===== config.mk =====
export PLATFORM = sky130hd
export DESIGN_NAME = alien_rom_arbiter
export DESIGN_NICKNAME = d
export VERILOG_FILES = /design/src/rtl/alien_rom_arbiter.sv
export SDC_FILE = /design/constraint.sdc
export NUM_CORES = 1
export LEC_CHECK = 0
export ABC_AREA = 0
export CAP_MARGIN = 20
export CORE_UTILIZATION = 40
export CTS_CLUSTER_DIAMETER = 50
export DETAILED_ROUTE_END_ITERATION = 6
export PLACE_DENSITY = 0.82
export SETUP_SLACK_MARGIN = 0.15
export SYNTH_ARGS = -nofsm -noshare
export SYNTH_HDL_FRONTEND = slang
export SYNTH_SLANG_ARGS = --single-unit

===== constraint.sdc =====
create_clock -name clk_pix -period 3 [get_ports clk_pix]
set_clock_uncertainty 0.1 [all_clocks]
set_input_delay 0.3 -clock clk_pix [delete_from_list [all_inputs] [get_ports clk_pix]]
set_output_delay 0.3 -clock clk_pix [all_outputs]
set_load 0.05 [all_outputs]

===== src/rtl/alien_rom_arbiter.sv =====
// Round-robin arbiter sharing the single-port Alien sprite ROM among NREQ
// sprite requesters. Grants are issued combinationally. Each pixel comes back
// to its owner two cycles later with a one-hot valid tag. Out-of-range
// addresses read ROM entry 0 and return OOR_PIXEL instead of ROM data.
module alien_rom_arbiter #(
  parameter int            NREQ      = 4,
  parameter int            AW        = 10,
  parameter int            DW        = 8,
  parameter int            DEPTH     = 806,
  parameter logic [DW-1:0] OOR_PIXEL = {DW{1'b0}}
) (
  input  logic              clk_pix,
  input  logic              rst_n,
  input  logic              en,
  input  logic [NREQ-1:0]   req,
  input  logic [NREQ*AW-1:0] addr,
  output logic [NREQ-1:0]   gnt,
  output logic [AW-1:0]     rom_addr,
  input  logic [DW-1:0]     rom_dout,
  output logic [NREQ-1:0]   rsp_valid,
  output logic [DW-1:0]     rsp_data,
  output logic              rsp_oor
);

  localparam int          PW      = (NREQ > 1) ? $clog2(NREQ) : 1;
  localparam logic [AW:0] DEPTH_X = (AW+1)'(DEPTH);

  // Returned pixel: transparent substitute for out-of-range reads.
  function automatic logic [DW-1:0] pick_pixel(input logic oor,
                                               input logic [DW-1:0] dout);
    return oor ? OOR_PIXEL : dout;
  endfunction

  logic [PW-1:0]   ptr;
  logic [NREQ-1:0] masked;
  logic [NREQ-1:0] gnt_p0;
  logic [PW-1:0]   win_p0;
  logic [PW-1:0]   cand;
  logic            hit_p0;
  logic [AW-1:0]   sel_p0;
  logic            in_rng_p0;
  logic            oor_p0;
  logic [NREQ-1:0] own_p1;
  logic            oor_p1;

  // ---- stage p0: grant cycle (combinational arbitration and ROM address) ----
  // Reset and the active-video strobe both suppress grants.
  assign masked = req & {NREQ{en & rst_n}};

  // Round-robin search starting just after the last winner.
  always_comb begin
    gnt_p0 = '0;
    win_p0 = ptr;
    hit_p0 = 1'b0;
    cand   = '0;
    for (int k = 1; k <= NREQ; k++) begin
      cand = PW'((int'(ptr) + k) % NREQ);
      if (!hit_p0 && masked[cand]) begin
        hit_p0         = 1'b1;
        win_p0         = cand;
        gnt_p0[cand]   = 1'b1;
      end
    end
  end

  // Route the winner's address to the ROM, forcing 0 when idle or out of range.
  always_comb begin
    sel_p0    = addr[win_p0*AW +: AW];
    in_rng_p0 = ({1'b0, sel_p0} < DEPTH_X);
    oor_p0    = hit_p0 && !in_rng_p0;
    rom_addr  = (hit_p0 && in_rng_p0) ? sel_p0 : '0;
  end

  assign gnt = gnt_p0;

  // Pointer remembers the last winner; requester 0 leads after reset.
  always_ff @(posedge clk_pix) begin
    if (!rst_n) begin
      ptr <= PW'(NREQ - 1);
    end else if (hit_p0) begin
      ptr <= win_p0;
    end
  end

  // ---- stage p1: tag travels alongside the ROM's registered read ----
  // Capture owner and out-of-range flag of this cycle's grant.
  always_ff @(posedge clk_pix) begin
    if (!rst_n) begin
      own_p1 <= '0;
      oor_p1 <= 1'b0;
    end else begin
      own_p1 <= gnt_p0;
      oor_p1 <= oor_p0;
    end
  end

  // ---- stage p2: response register ----
  // Deliver pixel to its owner; data holds when no response is due.
  always_ff @(posedge clk_pix) begin
    if (!rst_n) begin
      rsp_valid <= '0;
      rsp_data  <= '0;
      rsp_oor   <= 1'b0;
    end else begin
      rsp_valid <= own_p1;
      rsp_oor   <= oor_p1;
      if (|own_p1) begin
        rsp_data <= pick_pixel(oor_p1, rom_dout);
      end
    end
  end

endmodule


# --- Word level (Yosys, flattened, before mapping) ---
# Cells that the tools add are included.
totals:
  ff_bits: 20
  input_bits: 55
  out_inout_bits: 27
  wordCells: 70
op_classes:
  n_addsub: 4
  n_mul: 1
  order_cmp: 9
  n_shift: 1
  muxes: 30
  bitwise_logic: 5
  n_reduce_logical: 14
op_table:
  columns: ["operator", "count"]
  rows:
  - ["40-bit by 7-bit variable part select with 10-bit output", 1]
  - ["4-bit two-way mux", 4]
  - ["2-bit by 3-bit less-than comparator with 1-bit output, second input constant", 4]
  - ["1-bit two-way mux", 12]
  - ["4-bit OR", 3]
  - ["10-bit less-than comparator, second input constant", 1]
  - ["10-bit two-way mux", 1]
  - ["1-bit logical AND", 9]
  - ["1-bit binary-select mux with 2-bit select", 4]
  - ["1-bit demux with 2-bit select", 4]
  - ["2-bit by 1-bit >= comparator with 1-bit output, second input constant", 4]
  - ["2-bit two-way mux", 4]
  - ["8-bit two-way mux", 1]
  - ["2-bit by 3-bit multiplier with 5-bit output, second input constant", 1]
  - ["2-bit by 1-bit adder with 2-bit output, second input constant", 2]
  - ["2-bit adder, second input constant", 2]
  - ["4-bit bitwise AND", 1]
  - ["1-bit logical NOT", 4]
  - ["4-bit OR reduction", 1]
  - ["1-bit bitwise AND", 1]

# --- Longest topological paths before layout ---
logic_depth:
  word_depth: 19
  ltp_mapped: 10

# --- Worst setup path after synthesis ---
# Ideal clock, no wire load.
synth_timing:
  kind: "reg2out"
  from: "reg ptr[0]"
  to: "out rom_addr[0]"
  t_arrival_ps: 2747
  path_slack_ps: -147
  path_stages_with_launch: 11
  n_path_buf: 2
  path_cell_list: "dfxtp_1 buf_6 inv_1 ha_1 inv_1 nand4_1 a31o_2 and2_4 buf_6 mux4_2 nor2b_1"
synth_via:
  elab_chain_cells: 18
  elab_cells_between_ends: 31
  classes_between: "add/sub (4); mul (1); order compare (1); shift (1); mux (17); reduce/logical (7)"
synth_lines:
  columns: ["item", "line_no", "rtl"]
  rows:
  - ["start: declaration", "34", "logic [PW-1:0] ptr;"]
  - ["start signal: assignment", "79", "ptr <= PW'(NREQ - 1);"]
  - ["start signal: assignment", "81", "ptr <= win_p0;"]
  - ["2-bit by 1-bit adder with 2-bit output", "57", "cand = PW'((int'(ptr) + k) % NREQ);"]
  - ["1-bit binary-select mux with 2-bit select", "58", "if (!hit_p0 && masked[cand]) begin"]
  - ["1-bit two-way mux (implied by the code)", "58", null]
  - ["1-bit two-way mux", "58", null]
  - ["1-bit logical NOT", "58", null]
  - ["1-bit logical AND", "58", null]
  - ["1-bit two-way mux", "58", null]
  - ["1-bit logical NOT", "58", null]
  - ["[... 2 more ...]", null, null]
  - ["1-bit logical NOT", "58", null]
  - ["1-bit logical AND", "58", null]
  - ["2-bit two-way mux", "58", null]
  - ["2-bit by 3-bit multiplier with 5-bit output", "68", "sel_p0 = addr[win_p0*AW +: AW];"]
  - ["40-bit by 7-bit variable part select with 10-bit output", "68", null]
  - ["10-bit less-than comparator", "69", "in_rng_p0 = ({1'b0, sel_p0} < DEPTH_X);"]
  - ["1-bit logical AND", "71", "rom_addr = (hit_p0 && in_rng_p0) ? sel_p0 : '0;"]
  - ["10-bit two-way mux *", "71", null]
  - ["end: declaration", "18", "output logic [AW-1:0] rom_addr,"]
# Every way passes the cells marked *; elsewhere a longest branch is shown, timed or not. The select of a mux whose other input is x is not followed.

# --- Final worst setup path ---
layout_timing:
  from: "reg ptr[0]"
  to: "out rom_addr[1]"
# Same word-level chain as after synthesis.

==> run metrics <==
CP Cell Sequence inv_2 > ha_4 > inv_2 > a2111o_1 > buf_6 > a32oi_1 > o211a_1 > o21ai_4 > nor2b_2 > buf_12; Hold-fix buffers, CTS 0; CP max stage delay 0.43 ns; pin count of the biggest net entering global routing 17; All-Layer GR Usage 0.2523; syn nets 219; violated checks negative setup slack; static leakage 0.001181 uW; synthesized area 1546 um2; PwrDens 409.8 nW/um2; EDFF count, synth 0; synth cell count leaders 20 x dfxtp_1, 18 x nor2b_1, 16 x a21oi_1, 10 x nand2_1; DP Wirelength 3816 um; Post-Place Cells 307; Die Width 64.18 um; most used cell, CP inv_2; Pwr Total 1230 uW; row count 22; min setup slack post-route -0.05260 ns; crit path max fanout 5; die area 4119 um2; initial antenna violation count 0; GPL Wtd Cong 0.9305; area grow syn2layout 94.09%; fin nets 333; Setup violations, final 10; HP Start own_p1[0]; final antenna-violating net count 0; Post-Layout Cell Count 321; top-count cell post-synth dfxtp_1; final core occ 0.8138; via count 1787; port bufs 81; relative slew slack 0.6630; Final Cycle Share 1.018; Residual DRC 0; max_cap viols 0; critical path capture point type output pin; Max VDD drop 0.2205 mV; first-pass GRT wire length 8148 um; type of origin of the critical path flip-flop; final WL 5076 um; TritonCTS Buffers 3; worst-margin pin slew 0.5039 ns; Yosys reg bits 20; initial cell density of the core 0.4193; setup TNS -0.2930 ns; Cells after Synth 160; Synth warnings 0; fraction of synthesized cell area taken by the top area cell type 0.2589; crit path buf inv count 4; ant diodes 0; vias in the first global route 1831; CTS clock-pin slew for the worst setup and hold paths 0.07 ns; clk root buf clkbuf_8; clk sinks 20; drt first pass iters 4; Max Fclk 0.3276 GHz; delay-heaviest family, CP compound AO/OA/AOI/OAI gates; filler instances 224; CP Launch Point ptr[0]; ys async rst share 0; wire length per cell 15.81 um; number of DRC markers in iteration 0 95; Post-synth top flop dfxtp_1; # IOs 82; Crit-path slowest cell a2111o_1; number of distinct library cells after synthesis 38; CP required 2.60 ns; vias per inst 5.567; status finished with violations; GR Overflow Total 0; fin crit period 3.053 ns; CTS H-tree depth 1; Die H 64.18 um; CTS tree yes; Synth area leaders dfxtp_1 26%, mux4_2 10%, nor2b_1 7.3%, mux4_1 6.8%, a21oi_1 5.2%; Clk Latency, worst-skew pair 0.25 ns; arrival time at the worst endpoint 2.65 ns; Worst Path Class, Setup reg2out; r2r startpoint ptr[0]; post-synth top area cell dfxtp_1; Core Box Area 3689 um2; layout cells sized above 1 0.3260; clk buf depth 2; RSZ-0062 raised after global routing true; Hold Fails Final Rpt 0; type of the most critical hold path reg2reg; count of final max-slew check failures 0; sequential area share after synthesis 0.2589; Syn Area/Cell 9.666 um2
-- path summary, 6_finish.rpt --
path                            cells after the start      endpoint  slack [ns]
worst max-delay path                               10   rom_addr[1]       -0.05
worst min-delay path                                1  rsp_valid[0]        0.39
worst max register to register                      9        oor_p1        0.62
worst min register to register                      1  rsp_valid[0]        0.39
-- kinds of logic (layout without fill, tap and decap cells) --
family | count (synthesis) | in the layout | share of synthesized area
mux | 15 | 15 | 0.1974
buf+inv | 12 | 123 | 0.04612
compound gates | 44 | 45 | 0.2193
fa+ha+maj | 4 | 4 | 0.03236
simple gates | 65 | 66 | 0.2460
flops | 20 | 20 | 0.2589
-- timing repair --
action,4_1_cts,5_1_grt
cloned,2,0
endpoints found under the setup margin,10,10
gates resized for setup,24,5
pin swaps,9,5
buffers inserted,6,2
-- flip-flops by register name, indices dropped and copies added (netlist names) --
name / count
rsp_valid: 4
ptr: 2
rsp_oor: 1
oor_p1: 1
rsp_data: 8
own_p1: 4
-- report_power, final --
part           internal [uW]  switching (uW)
registers                295            17.1
logic                    333             319
clock network            178            88.1
-- per-layer routing --
| layer | vias to the layer above | GRT usage | routed length (um) |
|---|---|---|---|
| li1 | 858 | - | - |
| met3 | 19 | 0.03929 | 333 |
| met1 | 811 | 0.2697 | 1894 |
| met2 | 99 | 0.4734 | 2631 |
| met4 | 0 | 0.1278 | 216 |
| met5 | - | 0 | 0 |
-- stage by stage --
step	hold WS [ns]	instance area (um2)	worst slack, ns
floorplan	0.3282	1572	0.09394
global placement	0.3650	2724	-0.2262
detailed placement	0.3740	2724	-0.2534
CTS	0.3934	2954	-0.02433
global route	0.4040	3002	-0.1633
finish	0.3897	3002	-0.05260
-- placed cells by master, fill, tap and decap left out, types with 2 or more instances in the layout --
| cell type | Yosys | final |
|---|---|---|
| nor2_1 | 9 | 9 |
| nor2b_1 | 18 | 8 |
| nor3b_1 | 9 | 9 |
| inv_1 | 5 | 3 |
| mux4_2 | 7 | 8 |
| dfxtp_1 | 20 | 19 |
| a221o_1 | 8 | 8 |
| dlygate4sd2_1 | 0 | 2 |
| mux4_1 | 4 | 3 |
| nand3_1 | 2 | 2 |
| ha_1 | 4 | 3 |
| buf_4 | 1 | 32 |
| nand4_1 | 4 | 4 |
| a211o_1 | 5 | 5 |
| buf_12 | 0 | 14 |
| inv_2 | 0 | 2 |
| a211oi_1 | 3 | 3 |
| nor2b_4 | 0 | 7 |
| and2_1 | 6 | 6 |
| o211a_1 | 2 | 2 |
| clkbuf_8 | 0 | 3 |
| nor2b_2 | 0 | 3 |
| nand2_1 | 10 | 9 |
| o21ai_4 | 0 | 2 |
| clkdlybuf4s50_1 | 0 | 65 |
| a21oi_1 | 16 | 16 |
| and2_4 | 1 | 2 |
-- cell type report --
cell class / count / area [um2] / area share
Sequential cell: 20 / 404.1 / 0.1346
Clock buffer: 3 / 41.29 / 0.01376
Timing Repair Buffer: 114 / 1200 / 0.3997
Tap cell: 48 / 60.06 / 0.02001
Clock inverter: 1 / 30.03 / 0.01000
Inverter: 5 / 18.77 / 0.006253
Multi-Input combinational cell: 130 / 1247 / 0.4156
(Power assumes the default switching activity.)
